===== src/rtl/instruc_assembler.sv =====
// Packs UART bytes (MSB first) into 32-bit instruction words and queues them in a
// first-word-fall-through FIFO; assembling HALT_WORD closes the download.
module instruc_assembler #(
  parameter int          DEPTH     = 64,
  parameter int          ADDR_W    = 6,
  parameter logic [31:0] HALT_WORD = 32'hFFFF_FFFF
) (
  input  logic              clk,
  input  logic              reset,
  input  logic              rx_done_tick,
  input  logic [7:0]        rx_data,
  input  logic              clear,
  input  logic              rd,
  output logic [31:0]       dout,
  output logic              empty,
  output logic              full,
  output logic [ADDR_W:0]   count,
  output logic [1:0]        byte_idx,
  output logic              overflow,
  output logic              prog_done
);

  typedef enum logic {COLLECT = 1'b0, DONE = 1'b1} state_t;

  localparam logic [ADDR_W:0] DEPTH_C = (ADDR_W + 1)'(DEPTH);

  state_t            state_r, state_s;
  logic [23:0]       asm_r;
  logic [1:0]        byte_idx_r;
  logic [ADDR_W-1:0] wr_ptr_r, rd_ptr_r;
  logic [ADDR_W:0]   count_r;
  logic              overflow_r, prog_done_r;
  logic [31:0]       mem_r [DEPTH];

  logic              empty_s, full_s, tick_s, complete_s, push_s, pop_s, drop_s, halt_s;
  logic [31:0]       word_s;

  assign empty_s   = (count_r == {(ADDR_W + 1){1'b0}});
  assign full_s    = (count_r == DEPTH_C);
  assign word_s    = {asm_r, rx_data};

  assign dout      = mem_r[rd_ptr_r];
  assign empty     = empty_s;
  assign full      = full_s;
  assign count     = count_r;
  assign byte_idx  = byte_idx_r;
  assign overflow  = overflow_r;
  assign prog_done = prog_done_r;

  // Accepted-byte, push/pop/drop decisions and next FSM state; clear masks everything.
  always_comb begin
    tick_s     = 1'b0;
    complete_s = 1'b0;
    push_s     = 1'b0;
    pop_s      = 1'b0;
    drop_s     = 1'b0;
    halt_s     = 1'b0;
    state_s    = state_r;
    if (!clear) begin
      tick_s     = rx_done_tick && (state_r == COLLECT);
      complete_s = tick_s && (byte_idx_r == 2'd3);
      // A full FIFO always has a head to pop, so rd alone frees the slot.
      push_s     = complete_s && (!full_s || rd);
      drop_s     = complete_s && full_s && !rd;
      pop_s      = rd && !empty_s;
      halt_s     = complete_s && (word_s == HALT_WORD);
    end else begin
      tick_s     = 1'b0;
    end
    case (state_r)
      COLLECT: begin
        if (halt_s) begin
          state_s = DONE;
        end else begin
          state_s = COLLECT;
        end
      end
      DONE:    state_s = DONE;
      default: state_s = COLLECT;
    endcase
  end

  // Control registers: assembly, pointers, occupancy, sticky flags and FSM state.
  always_ff @(posedge clk or posedge reset) begin
    if (reset) begin
      state_r     <= COLLECT;
      asm_r       <= 24'h00_0000;
      byte_idx_r  <= 2'd0;
      wr_ptr_r    <= {ADDR_W{1'b0}};
      rd_ptr_r    <= {ADDR_W{1'b0}};
      count_r     <= {(ADDR_W + 1){1'b0}};
      overflow_r  <= 1'b0;
      prog_done_r <= 1'b0;
    end else if (clear) begin
      state_r     <= COLLECT;
      asm_r       <= 24'h00_0000;
      byte_idx_r  <= 2'd0;
      wr_ptr_r    <= {ADDR_W{1'b0}};
      rd_ptr_r    <= {ADDR_W{1'b0}};
      count_r     <= {(ADDR_W + 1){1'b0}};
      overflow_r  <= 1'b0;
      prog_done_r <= 1'b0;
    end else begin
      state_r <= state_s;
      if (tick_s) begin
        if (byte_idx_r == 2'd3) begin
          byte_idx_r <= 2'd0;
          asm_r      <= 24'h00_0000;
        end else begin
          byte_idx_r <= byte_idx_r + 2'd1;
          asm_r      <= word_s[23:0];
        end
      end
      if (push_s) begin
        wr_ptr_r <= wr_ptr_r + ADDR_W'(1);
      end
      if (pop_s) begin
        rd_ptr_r <= rd_ptr_r + ADDR_W'(1);
      end
      case ({push_s, pop_s})
        2'b10:   count_r <= count_r + (ADDR_W + 1)'(1);
        2'b01:   count_r <= count_r - (ADDR_W + 1)'(1);
        default: count_r <= count_r;
      endcase
      if (drop_s) begin
        overflow_r <= 1'b1;
      end
      if (halt_s) begin
        prog_done_r <= 1'b1;
      end
    end
  end

  // Word storage; contents are intentionally not reset.
  always_ff @(posedge clk) begin
    if (push_s) begin
      mem_r[wr_ptr_r] <= word_s;
    end
  end

endmodule


===== config.mk =====
export PLATFORM = sky130hd
export DESIGN_NAME = instruc_assembler
export DESIGN_NICKNAME = d
export VERILOG_FILES = /design/src/rtl/instruc_assembler.sv
export SDC_FILE = /design/constraint.sdc
export NUM_CORES = 2
export LEC_CHECK = 0
export BUFFER_PORTS_ARGS = -buffer_cell sky130_fd_sc_hd__buf_2
export CAP_MARGIN = 20
export CELL_PAD_IN_SITES_DETAIL_PLACEMENT = 0
export CELL_PAD_IN_SITES_GLOBAL_PLACEMENT = 2
export CORE_UTILIZATION = 46
export CTS_CLUSTER_DIAMETER = 60
export DETAILED_ROUTE_END_ITERATION = 8
export GPL_ROUTABILITY_DRIVEN = 0
export PLACE_DENSITY_LB_ADDON = 0.08
export SLEW_MARGIN = 10
export SYNTH_ARGS = -nofsm -noshare
export SYNTH_HDL_FRONTEND = slang
export SYNTH_SLANG_ARGS = --single-unit

===== constraint.sdc =====
create_clock -name clk -period 3.2 [get_ports clk]
set_input_delay 0.64 -clock clk [delete_from_list [all_inputs] [get_ports clk]]
set_output_delay 0.64 -clock clk [all_outputs]
set_load 0.005 [all_outputs]

After elaboration in Yosys (flattened, before gate mapping)

Memory sizes are Yosys's and may differ from the RTL's.
Cells that the tools add are included.

Register bits: 48
RAM bits: 2,048
Input bits: 13
Output and inout bits: 45
Word-level logic and storage cells: 64
Memories: 1

Add/sub/neg operators: 5
Equal/unequal tests: 5
Mux-type cells: 26
Bitwise operators: 1
Reduce and logical (&&, ||, !) cells: 18

Memories:

| memory | words | bits a word | read ports | clocked after memory_dff | wr ports | RTL line | RTL |
|---|---|---|---|---|---|---|---|
| mem_r  | 64    | 32          | 1          | 0                        | 1        | 33       | `logic [31:0] mem_r [DEPTH];` |

Operator list:

| operator               | count |
|---|---|
| $mux W24               | 3 |
| $eq A32 B32 Y1 const B | 1 |
| $mux W6                | 4 |
| $pmux W7 S2            | 1 |
| $mux W1                | 13 |
| $add A6 B1 Y6 const B  | 2 |
| $reduce_bool A2 Y1     | 5 |
| $add A7 B1 Y7 const B  | 1 |
| $eq A7 B7 Y1 const B   | 1 |
| $logic_and A1 B1 Y1    | 7 |
| $logic_not A7 Y1       | 1 |
| $mux W7                | 1 |
| $sub A7 B1 Y7 const B  | 1 |
| $mux W2                | 3 |
| $eq A2 B2 Y1 const B   | 2 |
| $logic_not A1 Y1       | 3 |
| $reduce_bool A3 Y1     | 1 |
| $add A2 B1 Y2 const B  | 1 |
| $eq A2 B1 Y1 const B   | 1 |
| $pmux W1 S2            | 1 |
| $logic_or A1 B1 Y1     | 1 |
| $not A1 Y1             | 1 |

Depth between registers and ports, before layout

Word-level depth: 8
Depth in mapped cells: 11
Mapped depth without buffers: 10

Worst setup path after synthesis

Ideal clock, no wire load.

Path type: input port to flip-flop
Start point: in rx_done_tick
End point: mem mem_r[57][0], enable pin
Setup time: 421 ps
Arrival time: 3,142 ps
Data required time: 2,779 ps
Setup slack: -363 ps
Stages: 5
Buffers on the path: 1
Path through: nand3b_1 a21oi_1 clkbuf_1 nand4b_1 nor2_1

Word-level cells in the longest chain between the ends: 6

Ends and longest elaborated chain:

| what                          | RTL line | RTL |
|---|---|---|
| start: declaration            | 10       | `input logic rx_done_tick,` |
| $logic_and A1 B1 Y1           | 60       | `tick_s = rx_done_tick && (state_r == COLLECT);` |
| $logic_and A1 B1 Y1           | 61       | `complete_s = tick_s && (byte_idx_r == 2'd3);` |
| $logic_and A1 B1 Y1           | 63       | `push_s = complete_s && (!full_s \|\| rd);` |
| $mux W1                       | 59       | `if (!clear) begin` |
| $mux W1                       | 136      | `if (push_s) begin` |
| $mux W1 (not written as such) | 137      | `mem_r[wr_ptr_r] <= word_s;` |
| end: declaration              | 33       |  |

Every way passes these cells.

Final worst setup path

Start point: reg rd_ptr_r[0]
End point: out dout[7]

Word-level cells in the longest chain between the ends: 1

Ends and longest elaborated chain:

| what                     | RTL line | RTL |
|---|---|---|
| start: declaration       | 30       | `logic [ADDR_W-1:0] wr_ptr_r, rd_ptr_r;` |
| start signal: assignment | 90       | `rd_ptr_r <= {ADDR_W{1'b0}};` |
| start signal: assignment | 99       | `rd_ptr_r <= {ADDR_W{1'b0}};` |
| start signal: assignment | 118      | `rd_ptr_r <= rd_ptr_r + ADDR_W'(1);` |
| $mem_v2 Z64 W32          | n/a      |  |
| end: declaration         | 14       | `output logic [31:0] dout,` |

Every way passes these cells.

==> summary.txt <==
Die
  – Core area: 172,000 um^2
  – Die area: 176,000 um^2
  – Horiz. Die Dim: 419 um
  – Starting density of the core: 46.5%
  – I/O pins: 58
  – Row count: 152
  – Die Y: 419 um

Timing
  – Post-route clock period utilization: 130%
  – Clk_skew: 21.4 ps
  – Final Hold Vio Count: 0
  – Final setup vio count: 32
  – Measured slew at the worst slew-check pin: 992 ps
  – Setup TNS: -27,620 ps
  – Post-route setup slack: -944 ps
  – FMAX: 241 MHz
  – RSZ-0062 raised after global routing: yes
  – Slew margin rel.: 33.7%
  – Pins Over Slew Limit: 0
  – Minimum clock period: 4140 ps

Status
  – Status: complete, but fails checks
  – Failing checks: setup timing

Pwr
  – PwrDens: 664 nW/um^2
  – Tot Pwr: 0.0651 W
  – IR drop worst, VDD: 0.686 mV
  – LEAKAGE: 31.0 nW

Clock tree
  – CTS Root Cell: clkbuf_16
  – Clock transition at the registers of the reported paths: 60 ps
  – Worst-Skew Late Latency: 850 ps
  – TritonCTS Sinks: 2,096
  – Inserted Clock Buffers: 214
  – Clock buffer depth: 3
  – H-tree lvl count: 4
  – TritonCTS clock tree: done

Place
  – Port Buffers: 57
  – Pre-CTS setup slack: -658 ps
  – Placed cells: 6,146
  – DP Wirelength: 131,000 um
  – Post-Place Cell Area: 88,100 um^2

Yosys
  – Mapped Cells: 3,498
  – Synthesized area: 80,100 um^2
  – Async S/R FF share, synth: 2.29%
  – Sequential fraction of the synthesis area: 78.2%
  – Synth Register Bits: 2,096
  – Netlist cell types: 53
  – Most used DFF post-synth: edfxtp_1
  – Synth Warn #: 0
  – Syn avg cell area: 22.9 um^2
  – Number of synthesized flops with an enable pin: 2,048
  – Post-Syn Nets: 3,520

Global routing
  – Vias in the first global route: 41.3k
  – Total grt overflow: 0
  – Global Route Usage Sum: 25.4%
  – Largest net degree at the start of global routing: 67
  – First-pass GRT wire length: 310,000 um
  – Initial antenna violation count: 3

Detailed routing
  – Post-route DRC: 0
  – Total wire length: 222,000 um
  – Detailed Routing Iterations Pass 1: 5
  – DR WL/cell: 33.4 um
  – Initial DRC count: 4,046
  – ANT nets after route: 0
  – Via density: 6.04
  – Via Count: 40.1k

Final layout
  – Layout cells sized above 1: 40.7%
  – NumNets Final: 4,160
  – FILL cells: 12.6k
  – Final instance area: 98,100 um^2
  – Finished Layout Cells: 6,633
  – P&R area growth vs syn: 22.4%

Critical path
  – Worst endpoint required time: 2560 ps
  – Critical path's largest stage delay: 480 ps
  – Critical path's slowest cell: dfrtp_4
  – Endpoint class of the critical path: primary output
  – Top cell by count, worst path: buf_12
  – Arr. time, crit path: 3500 ps
  – Crit Path Category: register to primary output
  – Worst setup SP type: register
  – Crit-path max FO: 12
  – Worst path cell trace: buf_6 -> buf_12 -> buf_12 -> buf_12 -> mux4_2 -> mux2_2 -> a221o_1 -> or3_4 -> buf_6

Job
  – Max Cap Viol: 0

Min path
  – Min-delay worst type: input pin to register
[what timing repair did]
item                                   in CTS  in global routing
gates cloned                                4                  5
hold buffers                                0                  1
resized for setup                         136                209
pin swaps                                   9                 42
setup buffers                              16                 73
setup endpoints to repair                  33                 33
endpoints found under the hold margin       0                 11
[kinds of logic (layout without fill, tap and decap cells)]
| kind of cell | Yosys count | after routing | synth area share [%] |
|---|---|---|---|
| adder cells (fa/ha/maj) | 9 | 9 | 0.150 |
| other | 0 | 1 | 0 |
| XOR/XNOR | 13 | 13 | 0.151 |
| AO/OA/AOI/OAI | 301 | 301 | 2.67 |
| buffers and inverters | 195 | 1019 | 1.24 |
| multiplexers | 624 | 624 | 15.9 |
| AND/OR/NAND/NOR | 260 | 260 | 1.62 |
| flip-flops | 2096 | 2096 | 78.2 |
[worst max-delay path: cells and delay by family (launching register included)]
| kind | cells | cell delay (ps) |
|---|---|---|
| AOI/OAI and AO/OA | 1 | 290 |
| buffers and inverters | 5 | 720 |
| DFF | 1 | 480 |
| muxes | 2 | 770 |
| and+or+nand+nor | 1 | 370 |
[metrics by stage]
| step | util (%) | hold slack [ps] |
|---|---|---|
| 2_1_floorplan | - | 511 |
| 3_3_place_gp | 51.1 | 512 |
| 3_5_place_dp | 51.1 | 519 |
| 4_1_cts | 55.8 | 19.2 |
| 5_1_grt | 56.9 | 170 |
| 6_report | 56.9 | 185 |
[layer usage]
metal | track usage [%] | part of all wire, % | vias to the layer above
li1 | - | - | 16349
met5 | 0 | 0 | -
met3 | 3.58 | 6.1 | 294
met2 | 41.4 | 49 | 1414
met1 | 35.8 | 42 | 22002
met4 | 7.27 | 3.0 | 0
[cell usage in the layout, fill, tap and decap left out, drive strengths merged, types with 11 or more instances in the layout]
master,instances
a22o,52
inv,14
nand4,11
a221oi,38
nand2,35
buf,608
nor2b,14
edfxtp,2048
a22oi,21
mux2,22
mux4,518
dfrtp,48
mux2i,84
o221ai,15
nor2,116
clkbuf,260
bufinv,30
a21oi,73
nand2b,11
clkinv,101
o22ai,72
[cell type report]
type | count | area (um^2) | area share [%]
Multi-Input combinational cell | 1207 | 18300 | 18.7
Tap cell | 2310 | 2890 | 2.95
Inverter | 5 | 18.8 | 0.0191
Sequential cell | 2096 | 62700 | 64.0
Timing Repair Buffer | 614 | 6890 | 7.03
Clock buffer | 255 | 5650 | 5.76
Antenna cell | 1 | 2.50 | 0.00255
Clock inverter | 145 | 1530 | 1.56
[sequential cells by signal (all words and copies together) (netlist names)]
name,count
mem_r,2048
count,7
state_r,1
wr_ptr_r,6
rd_ptr_r,6
byte_idx,2
overflow,1
prog_done,1
asm_r,24
[worst paths after layout]
path / startpoint / to / slack [ps] / cells past startpoint
setup / recovery: rd_ptr_r[0] / dout[7] / -940 / 9
hold / removal: rx_done_tick / byte_idx[1] / 180 / 4
setup reg to reg: count[3] / count[6] / 150 / 9
hold reg to reg: prog_done / prog_done / 520 / 2
max in group asynchronous: reset / wr_ptr_r[5] / 2220 / 5
min in group asynchronous: reset / overflow / 300 / 3
[power breakdown]
part,switching [W],total [W],leakage [nW],internal [W]
sequential,0.000112,0.0302,19.3,0.0301
combinational,0.00440,0.00957,8.13,0.00517
clock,0.0104,0.0254,3.52,0.0150
total,0.0149,0.0651,31.0,0.0502
[cell usage after synthesis (8+ instances only)]
master	n	area, um^2
edfxtp_1	2048	61500
mux4_2	518	11700
nor2_1	115	432
mux2i_1	84	841
clkbuf_1	75	282
a21oi_1	73	365
o22ai_1	72	450
a22o_1	52	455
dfrtp_1	48	1200
buf_2	47	235
buf_4	41	308
a221oi_1	38	333
nand2_1	35	131
a22oi_1	21	158
buf_1	21	78.8
mux2_2	21	236
o221ai_1	15	131
nor2b_1	14	87.6
nand2b_1	11	68.8
nand4_1	11	68.8
or3_1	10	62.6
and2_1	9	56.3
nand3_1	9	45.0
o21ai_0	9	45.0
ha_1	8	100
nand3b_1	8	60.1
nor3_1	8	40.0
Power figures use the tool's default switching activity.
